### src/rtl/mem_stage_pkg.sv
// mem_stage_pkg: shared types and constants for the memory-access stage.
//   mem_op_t    - memory operation requested by the decoder (3 bits)
//   mem_state_t - handshake state of mem_stage
//   WSTRB_ALL   - byte-enable pattern for a full-word store
//   decode_op   - maps a raw 3-bit op field onto mem_op_t; unknown codes become MEM_NONE
//   is_store_op - true for SW/SB
package mem_stage_pkg;

  typedef enum logic [2:0] {
    MEM_NONE = 3'd0,
    MEM_LW   = 3'd1,
    MEM_LBU  = 3'd2,
    MEM_SW   = 3'd3,
    MEM_SB   = 3'd4
  } mem_op_t;

  typedef enum logic [1:0] {
    MS_IDLE = 2'd0,
    MS_REQ  = 2'd1,
    MS_RESP = 2'd2
  } mem_state_t;

  localparam logic [3:0] WSTRB_ALL = 4'b1111;

  // Codes 5..7 are not operations; they fall back to plain pass-through.
  function automatic mem_op_t decode_op(input logic [2:0] raw);
    case (raw)
      3'd1:    return MEM_LW;
      3'd2:    return MEM_LBU;
      3'd3:    return MEM_SW;
      3'd4:    return MEM_SB;
      default: return MEM_NONE;
    endcase
  endfunction

  function automatic logic is_store_op(input mem_op_t o);
    return (o == MEM_SW) || (o == MEM_SB);
  endfunction

endpackage

### src/rtl/mem_stage_load_align.sv
// load_align: combinational load data formatter for the memory stage.
// Ports:
//   offset - byte offset of the access within the word (alu_result[1:0])
//   op     - mem_op_t of the access
//   rdata  - raw word returned by data memory
//   data   - write-back value (LW: whole word, LBU: zero-extended byte, others: 0)
module load_align
  import mem_stage_pkg::*;
(
  input  logic [1:0]  offset,
  input  logic [2:0]  op,
  input  logic [31:0] rdata,
  output logic [31:0] data
);

  always_comb begin
    data = '0;
    case (op)
      MEM_LW:  data = rdata;
      // Little-endian: offset 0 selects bits 7:0, offset 3 selects bits 31:24.
      MEM_LBU: data = {24'b0, rdata[{offset, 3'b000} +: 8]};
      default: data = '0;
    endcase
  end

endmodule

### src/rtl/mem_stage.sv
// mem_stage: memory-access stage behind the integer ALU.
// Uses the ALU result as the effective address for lw/lbu/sw/sb and performs one
// data-memory transaction over a request (valid/ready) + response handshake.
// Non-memory ops pass the ALU result straight to write-back.
//
// Ports:
//   clk, rstn        - clock, synchronous active-low reset
//   enabled          - start strobe, only looked at in IDLE
//   op               - mem_op_t code (unknown codes act as NONE)
//   alu_result       - address for memory ops, value for NONE
//   store_data       - rs2 value for stores
//   mem_req_valid/mem_req_ready, mem_we, mem_wstrb, mem_addr, mem_wdata - request channel
//   mem_resp_valid, mem_rdata - response channel (read data / write ack)
//   completed        - one-cycle done pulse
//   result           - write-back value, held until the next completion
//   bus_error        - pulses with completed on watchdog expiry or misaligned access
//
// Parameters:
//   ADDR_WIDTH - low address bits driven on mem_addr
//   WAIT_LIMIT - cycles allowed in REQ or in RESP before a bus error; 0 disables
//
// Build option:
//   MEM_STAGE_MISALIGN_CHECK_EN - when defined, LW/SW with a nonzero byte offset
//   complete immediately with bus_error and the faulting address as result.
//   Otherwise they access the enclosing aligned word.
module mem_stage
  import mem_stage_pkg::*;
#(
  parameter int ADDR_WIDTH = 32,
  parameter int WAIT_LIMIT = 255
) (
  input  logic                  clk,
  input  logic                  rstn,
  input  logic                  enabled,
  input  logic [2:0]            op,
  input  logic [31:0]           alu_result,
  input  logic [31:0]           store_data,
  output logic                  mem_req_valid,
  input  logic                  mem_req_ready,
  output logic                  mem_we,
  output logic [3:0]            mem_wstrb,
  output logic [ADDR_WIDTH-1:0] mem_addr,
  output logic [31:0]           mem_wdata,
  input  logic                  mem_resp_valid,
  input  logic [31:0]           mem_rdata,
  output logic                  completed,
  output logic [31:0]           result,
  output logic                  bus_error
);

  // The counter never needs to hold WAIT_LIMIT itself: the abort happens on the
  // cycle it would get there, so WAIT_LIMIT-1 is the largest stored value.
  localparam int CW = (WAIT_LIMIT > 1) ? $clog2(WAIT_LIMIT) : 1;
  localparam logic [CW-1:0] LIMIT_M1 = CW'((WAIT_LIMIT > 0) ? WAIT_LIMIT - 1 : 0);
  localparam bit WDOG_EN = (WAIT_LIMIT > 0);

  mem_state_t state_q, state_d;
  mem_op_t    op_q, op_d;
  mem_op_t    req_op;
  logic [1:0] offset_q, offset_d;
  logic [CW-1:0] wait_cnt_q, wait_cnt_d;
  logic       wdog_hit;

  logic                  req_valid_d;
  logic                  we_d;
  logic [3:0]            wstrb_d;
  logic [ADDR_WIDTH-1:0] addr_d;
  logic [31:0]           wdata_d;
  logic                  completed_d;
  logic                  bus_error_d;
  logic [31:0]           result_d;
  logic [31:0]           load_data;

  assign req_op   = decode_op(op);
  assign wdog_hit = WDOG_EN && (wait_cnt_q == LIMIT_M1);

  load_align u_load_align (
    .offset (offset_q),
    .op     (op_q),
    .rdata  (mem_rdata),
    .data   (load_data)
  );

  always_ff @(posedge clk) begin
    if (!rstn) begin
      state_q       <= MS_IDLE;
      op_q          <= MEM_NONE;
      offset_q      <= '0;
      wait_cnt_q    <= '0;
      mem_req_valid <= 1'b0;
      mem_we        <= 1'b0;
      mem_wstrb     <= '0;
      mem_addr      <= '0;
      mem_wdata     <= '0;
      completed     <= 1'b0;
      bus_error     <= 1'b0;
      result        <= '0;
    end else begin
      state_q       <= state_d;
      op_q          <= op_d;
      offset_q      <= offset_d;
      wait_cnt_q    <= wait_cnt_d;
      mem_req_valid <= req_valid_d;
      mem_we        <= we_d;
      mem_wstrb     <= wstrb_d;
      mem_addr      <= addr_d;
      mem_wdata     <= wdata_d;
      completed     <= completed_d;
      bus_error     <= bus_error_d;
      result        <= result_d;
    end
  end

  always_comb begin
    state_d     = state_q;
    op_d        = op_q;
    offset_d    = offset_q;
    wait_cnt_d  = wait_cnt_q;
    req_valid_d = mem_req_valid;
    we_d        = mem_we;
    wstrb_d     = mem_wstrb;
    addr_d      = mem_addr;
    wdata_d     = mem_wdata;
    completed_d = 1'b0;
    bus_error_d = 1'b0;
    result_d    = result;

    case (state_q)
      MS_IDLE: begin
        if (enabled) begin
          if (req_op == MEM_NONE) begin
            completed_d = 1'b1;
            result_d    = alu_result;
`ifdef MEM_STAGE_MISALIGN_CHECK_EN
          end else if ((req_op == MEM_LW || req_op == MEM_SW) && (alu_result[1:0] != 2'b00)) begin
            completed_d = 1'b1;
            bus_error_d = 1'b1;
            result_d    = alu_result;
`endif
          end else begin
            state_d     = MS_REQ;
            op_d        = req_op;
            offset_d    = alu_result[1:0];
            wait_cnt_d  = '0;
            req_valid_d = 1'b1;
            addr_d      = {alu_result[ADDR_WIDTH-1:2], 2'b00};
            we_d        = is_store_op(req_op);
            case (req_op)
              MEM_SW: begin
                wstrb_d = WSTRB_ALL;
                wdata_d = store_data;
              end
              MEM_SB: begin
                wstrb_d = 4'b0001 << alu_result[1:0];
                wdata_d = {4{store_data[7:0]}};
              end
              default: begin
                wstrb_d = '0;
                wdata_d = '0;
              end
            endcase
          end
        end
      end

      // A response arriving together with ready is deliberately not looked at here.
      MS_REQ: begin
        if (mem_req_ready) begin
          state_d     = MS_RESP;
          req_valid_d = 1'b0;
          wait_cnt_d  = '0;
        end else if (wdog_hit) begin
          state_d     = MS_IDLE;
          req_valid_d = 1'b0;
          completed_d = 1'b1;
          bus_error_d = 1'b1;
          result_d    = '0;
        end else if (WDOG_EN) begin
          wait_cnt_d = wait_cnt_q + CW'(1);
        end
      end

      MS_RESP: begin
        if (mem_resp_valid) begin
          state_d     = MS_IDLE;
          completed_d = 1'b1;
          if (op_q == MEM_LW || op_q == MEM_LBU) begin
            result_d = load_data;
          end
        end else if (wdog_hit) begin
          state_d     = MS_IDLE;
          completed_d = 1'b1;
          bus_error_d = 1'b1;
          result_d    = '0;
        end else if (WDOG_EN) begin
          wait_cnt_d = wait_cnt_q + CW'(1);
        end
      end

      default: begin
        state_d     = MS_IDLE;
        req_valid_d = 1'b0;
      end
    endcase
  end

endmodule

### config.mk
export PLATFORM = sky130hd
export DESIGN_NAME = mem_stage
export DESIGN_NICKNAME = d
export VERILOG_FILES = /design/src/rtl/mem_stage_pkg.sv /design/src/rtl/mem_stage_load_align.sv /design/src/rtl/mem_stage.sv
export SDC_FILE = /design/constraint.sdc
export NUM_CORES = 1
export LEC_CHECK = 0
export ABC_AREA = 1
export BUFFER_PORTS_ARGS = -buffer_cell sky130_fd_sc_hd__buf_2
export CORE_MARGIN = 1
export CORE_UTILIZATION = 50
export CTS_CLUSTER_DIAMETER = 100
export DETAILED_ROUTE_END_ITERATION = 8
export HOLD_SLACK_MARGIN = 0.12
export PLACE_DENSITY = 0.79
export SYNTH_ARGS = -nofsm -noshare
export SYNTH_HDL_FRONTEND = slang
export SYNTH_SLANG_ARGS = --single-unit
### constraint.sdc
create_clock -name clk -period 2.15 [get_ports clk]
set_input_delay 0.1075 -clock clk [delete_from_list [all_inputs] [get_ports clk]]
set_output_delay 0.1075 -clock clk [all_outputs]
set_load 0.01 [all_outputs]
==> impl_results.md <==
- Clock latency on the worst-skew pair: about 0.42 ns
- Kind of critical path: reg2reg
- Total grt overflow: 0
- Transition time of the tightest slew-check pin: approximately 0.51 ns
- Synthesized area per cell: roughly 6.5 µm²
- Number of global-route vias before repair: between 6000 and 7000
- Library cell contributing the largest single delay on the critical path: sky130_fd_sc_hd__dlygate4sd3_1
- Peak ir drop on the vdd network: about 0.68 mV
- # rows: 38
- Global-route wire length before repair: ~31 mm
- Library cell used as clock root buffer: sky130_fd_sc_hd__clkbuf_16
- Synth warnings: 0
- Final cell count without fillers: 1316
- Power Dens Cells: ~760 nW/µm²
- Count of fill cells added during filler insertion: between 700 and 800
- Post-synthesis to final-layout area growth: 45.58%
- Initial Util: a little over half
- WL/cell: between 15 and 20 µm
- Area leader, netlist: sky130_fd_sc_hd__dfxtp_1
- All-layer global routing usage: between 30% and 40%
- Number of antenna violations at the first check in global routing: 1
- Total count of hold-check failures in the final report: 0
- Number of design-rule violations left by the first detailed-router iteration: between 500 and 600
- Maximum number of pins on one net before global-route repair: 53
- Leak pwr: roughly 4 nW
- Clock tree from TritonCTS: built
- CTS max path bufs: 2
- List of cells traversed by the critical path: inv_1 > ha_2 > nand3_4 > inv_2 > o21ai_0 > a21oi_1 > dlygate4sd3_1
- # DRC: 0
- Clock period minus worst slack: around 2.1 ns
- Height of the die: between 100 and 150 µm
- Worst setup slack before clock tree synthesis: roughly 0.20 ns
- Vias per cell: between 5 and 6
- Biggest cell delay along the critical path: 0.58 ns
- Number of setup violations in the final report: 0
- Period Utilization, post-route: between 90% and 100%
- Proportion of synthesized flip-flops having asynchronous set or reset: 0%
- Worst hold-check path type: in2reg
- Fin nets: approximately 1300
- Maximum capacitance violations: 0
- Pins Over Slew Limit: 0
- Area fraction of the dominant cell type after synthesis: 40.55%
- H-tree depth: 4
- Count of input and output buffers: between 200 and 250
- Core ar.: approximately 11000 µm²
- Endpoint arrival time on the critical path: roughly 2.4 ns
- Antenna violation net count after detailed routing: 0
- Kind of end point of the critical path: register
- Worst path buffer plus inverter count: 3
- Final wirelength: between 20 and 25 mm
- Library cell with the highest instance count after synthesis: sky130_fd_sc_hd__nand2_1
- Synth cell count leaders: sky130_fd_sc_hd__nand2_1 (324), sky130_fd_sc_hd__a21oi_1 (127), sky130_fd_sc_hd__dfxtp_1 (117)
- Library cells used by synthesis: 31
- Share of cells above drive strength 1: between 20% and 30%
- Die area: 11980 µm²
- Slew HR: 65.69%
- Post-synthesis instance total: between 800 and 900
- Fin worst setup slack: about 0.087 ns
- Setup TNS after final layout: 0 ns
- Count of placed standard cells including taps: between 1000 and 1500
- Pre-Repair DR Iteration Count: 5
- Total of flip-flops plus latches after synthesis: approximately 120
- Final weighted congestion in routability-driven placement: a little over 0.9
- Setup skew after layout: roughly 0.0076 ns
- Total via count in the routed design: roughly 7000
- Post-synth EDFFs: 0
- Clock Sink Count: about 120
- Required time of the worst setup path: between 2 and 3 ns
- Die span in x: around 110 µm
- Largest driver fanout on the critical path: 16
- Number of buffers created by CTS: 17
- Maximum clock rate: about 480 MHz
- Run status: finished clean
- Top Ports: between 200 and 250
- Most used DFF post-synth: sky130_fd_sc_hd__dfxtp_1
- Kind of launch point of the worst setup path: register
- Final HPWL from detailed placement: roughly 12 mm
- Netlist area before placement: 5776 µm²
- Clock transition at the register clock pins on the worst setup and hold paths after CTS: around 0.060 ns
- Proportion of synthesized chip area in sequential cells: about two fifths
- Leading post-synthesis cells by cell area: sky130_fd_sc_hd__dfxtp_1 (41%), sky130_fd_sc_hd__nand2_1 (21%), sky130_fd_sc_hd__a21oi_1 (11%), sky130_fd_sc_hd__nand3_1 (7.7%), sky130_fd_sc_hd__o21ai_0 (4.2%)
- Delay-heaviest family, CP: buffers and inverters
-- routing by layer --
metal / share of wire, % / GRT usage [%]
met5: 0 / 0
met4: 3.6 / 16.57
met3: 8.5 / 9.306
met2: 48 / 57.73
met1: 40 / 38.65
-- worst reg2reg max path, cell delays in order, from the launching register on --
cell and delay [ns]:
sky130_fd_sc_hd__dfxtp_1 0.34, sky130_fd_sc_hd__inv_1 0.09, sky130_fd_sc_hd__ha_2 0.25, sky130_fd_sc_hd__nand3_4 0.16, sky130_fd_sc_hd__inv_2 0.29, sky130_fd_sc_hd__o21ai_0 0.14, sky130_fd_sc_hd__a21oi_1 0.16, sky130_fd_sc_hd__dlygate4sd3_1 0.58
-- sequential cells by signal, summed over array words and instances, names as in the netlist --
signal         flops
op_q               3
wait_cnt_q         8
state_q            2
mem_wdata         32
mem_wstrb          4
mem_addr          30
bus_error          1
mem_we             1
offset_q           2
completed          1
result            32
mem_req_valid      1
-- through the flow --
stage | cell area (µm²) | power (mW) | util, % | hold WS, ns
after detailed placement | 6877 | 3.397 | 62.34 | 0.3741
after global placement | 6877 | 3.386 | 62.34 | 0.3712
final | 8408 | 6.422 | 76.23 | 0.1344
after floorplan | 5779 | 3.015 | - | 0.2459
after CTS | 8381 | 6.380 | 75.98 | 0.1260
after global routing | 8408 | 6.661 | 76.23 | 0.1663
-- logic make-up after synthesis --
| logic type | count (synthesis) | synth area share, % |
|---|---|---|
| AO/OA/AOI/OAI | 181 | 15.88 |
| XOR/XNOR | 2 | 0.3033 |
| adder cells (fa/ha/maj) | 6 | 1.300 |
| buffers and inverters | 122 | 9.012 |
| flip-flops | 117 | 40.55 |
| other | 1 | 0.06493 |
| AND/OR/NAND/NOR | 455 | 32.89 |
-- cells in the final DEF (no fill, tap or decap), types with 5 or more instances in the layout --
cell	instances
sky130_fd_sc_hd__nand2_1	324
sky130_fd_sc_hd__buf_2	205
sky130_fd_sc_hd__a21oi_1	126
sky130_fd_sc_hd__dfxtp_1	117
sky130_fd_sc_hd__dlygate4sd3_1	91
sky130_fd_sc_hd__nand3_1	89
sky130_fd_sc_hd__inv_1	59
sky130_fd_sc_hd__o21ai_0	49
sky130_fd_sc_hd__nor2_1	25
sky130_fd_sc_hd__clkbuf_16	17
sky130_fd_sc_hd__buf_4	13
sky130_fd_sc_hd__clkinv_2	6
sky130_fd_sc_hd__inv_2	5
sky130_fd_sc_hd__ha_1	5
-- final cells by class --
type | count | area, µm² | share of cell area (%)
Antenna cell | 1 | 2.502 | 0.02976
Sequential cell | 117 | 2342 | 27.86
Tap cell | 140 | 175.2 | 2.083
Clock inverter | 10 | 128.9 | 1.533
Clock buffer | 22 | 464.2 | 5.521
Inverter | 67 | 251.5 | 2.991
Multi-Input combinational cell | 646 | 2938 | 34.94
Timing Repair Buffer | 313 | 2106 | 25.04
-- timing repair --
item / in CTS / in global routing
setup buffers: 0 / 0
gates resized for setup: 0 / 5
hold endpoints to repair: 95 / 0
endpoints found under the setup margin: 0 / 10
hold buffers: 91 / 0
-- final timing paths --
kind,startpoint,end,slack [ns],cells after the start
setup / recovery,state_q[1]$_SDFFE_PN0P_,mem_wdata[11]$_SDFFE_PN0P_,0.09,7
hold / removal,mem_rdata[15],result[15]$_SDFFE_PN0P_,0.13,5
setup reg to reg,state_q[1]$_SDFFE_PN0P_,mem_wdata[11]$_SDFFE_PN0P_,0.09,7
hold reg to reg,mem_addr[30]$_SDFFE_PN0P_,mem_addr[30]$_SDFFE_PN0P_,0.46,2
-- power by group --
group / switching (mW) / internal, mW
Sequential: 0.0785 / 2.30
Clock: 1.01 / 1.87
Combinational: 0.688 / 0.478
Total: 1.77 / 4.65
No activity file was read; power rests on OpenSTA's default activity.
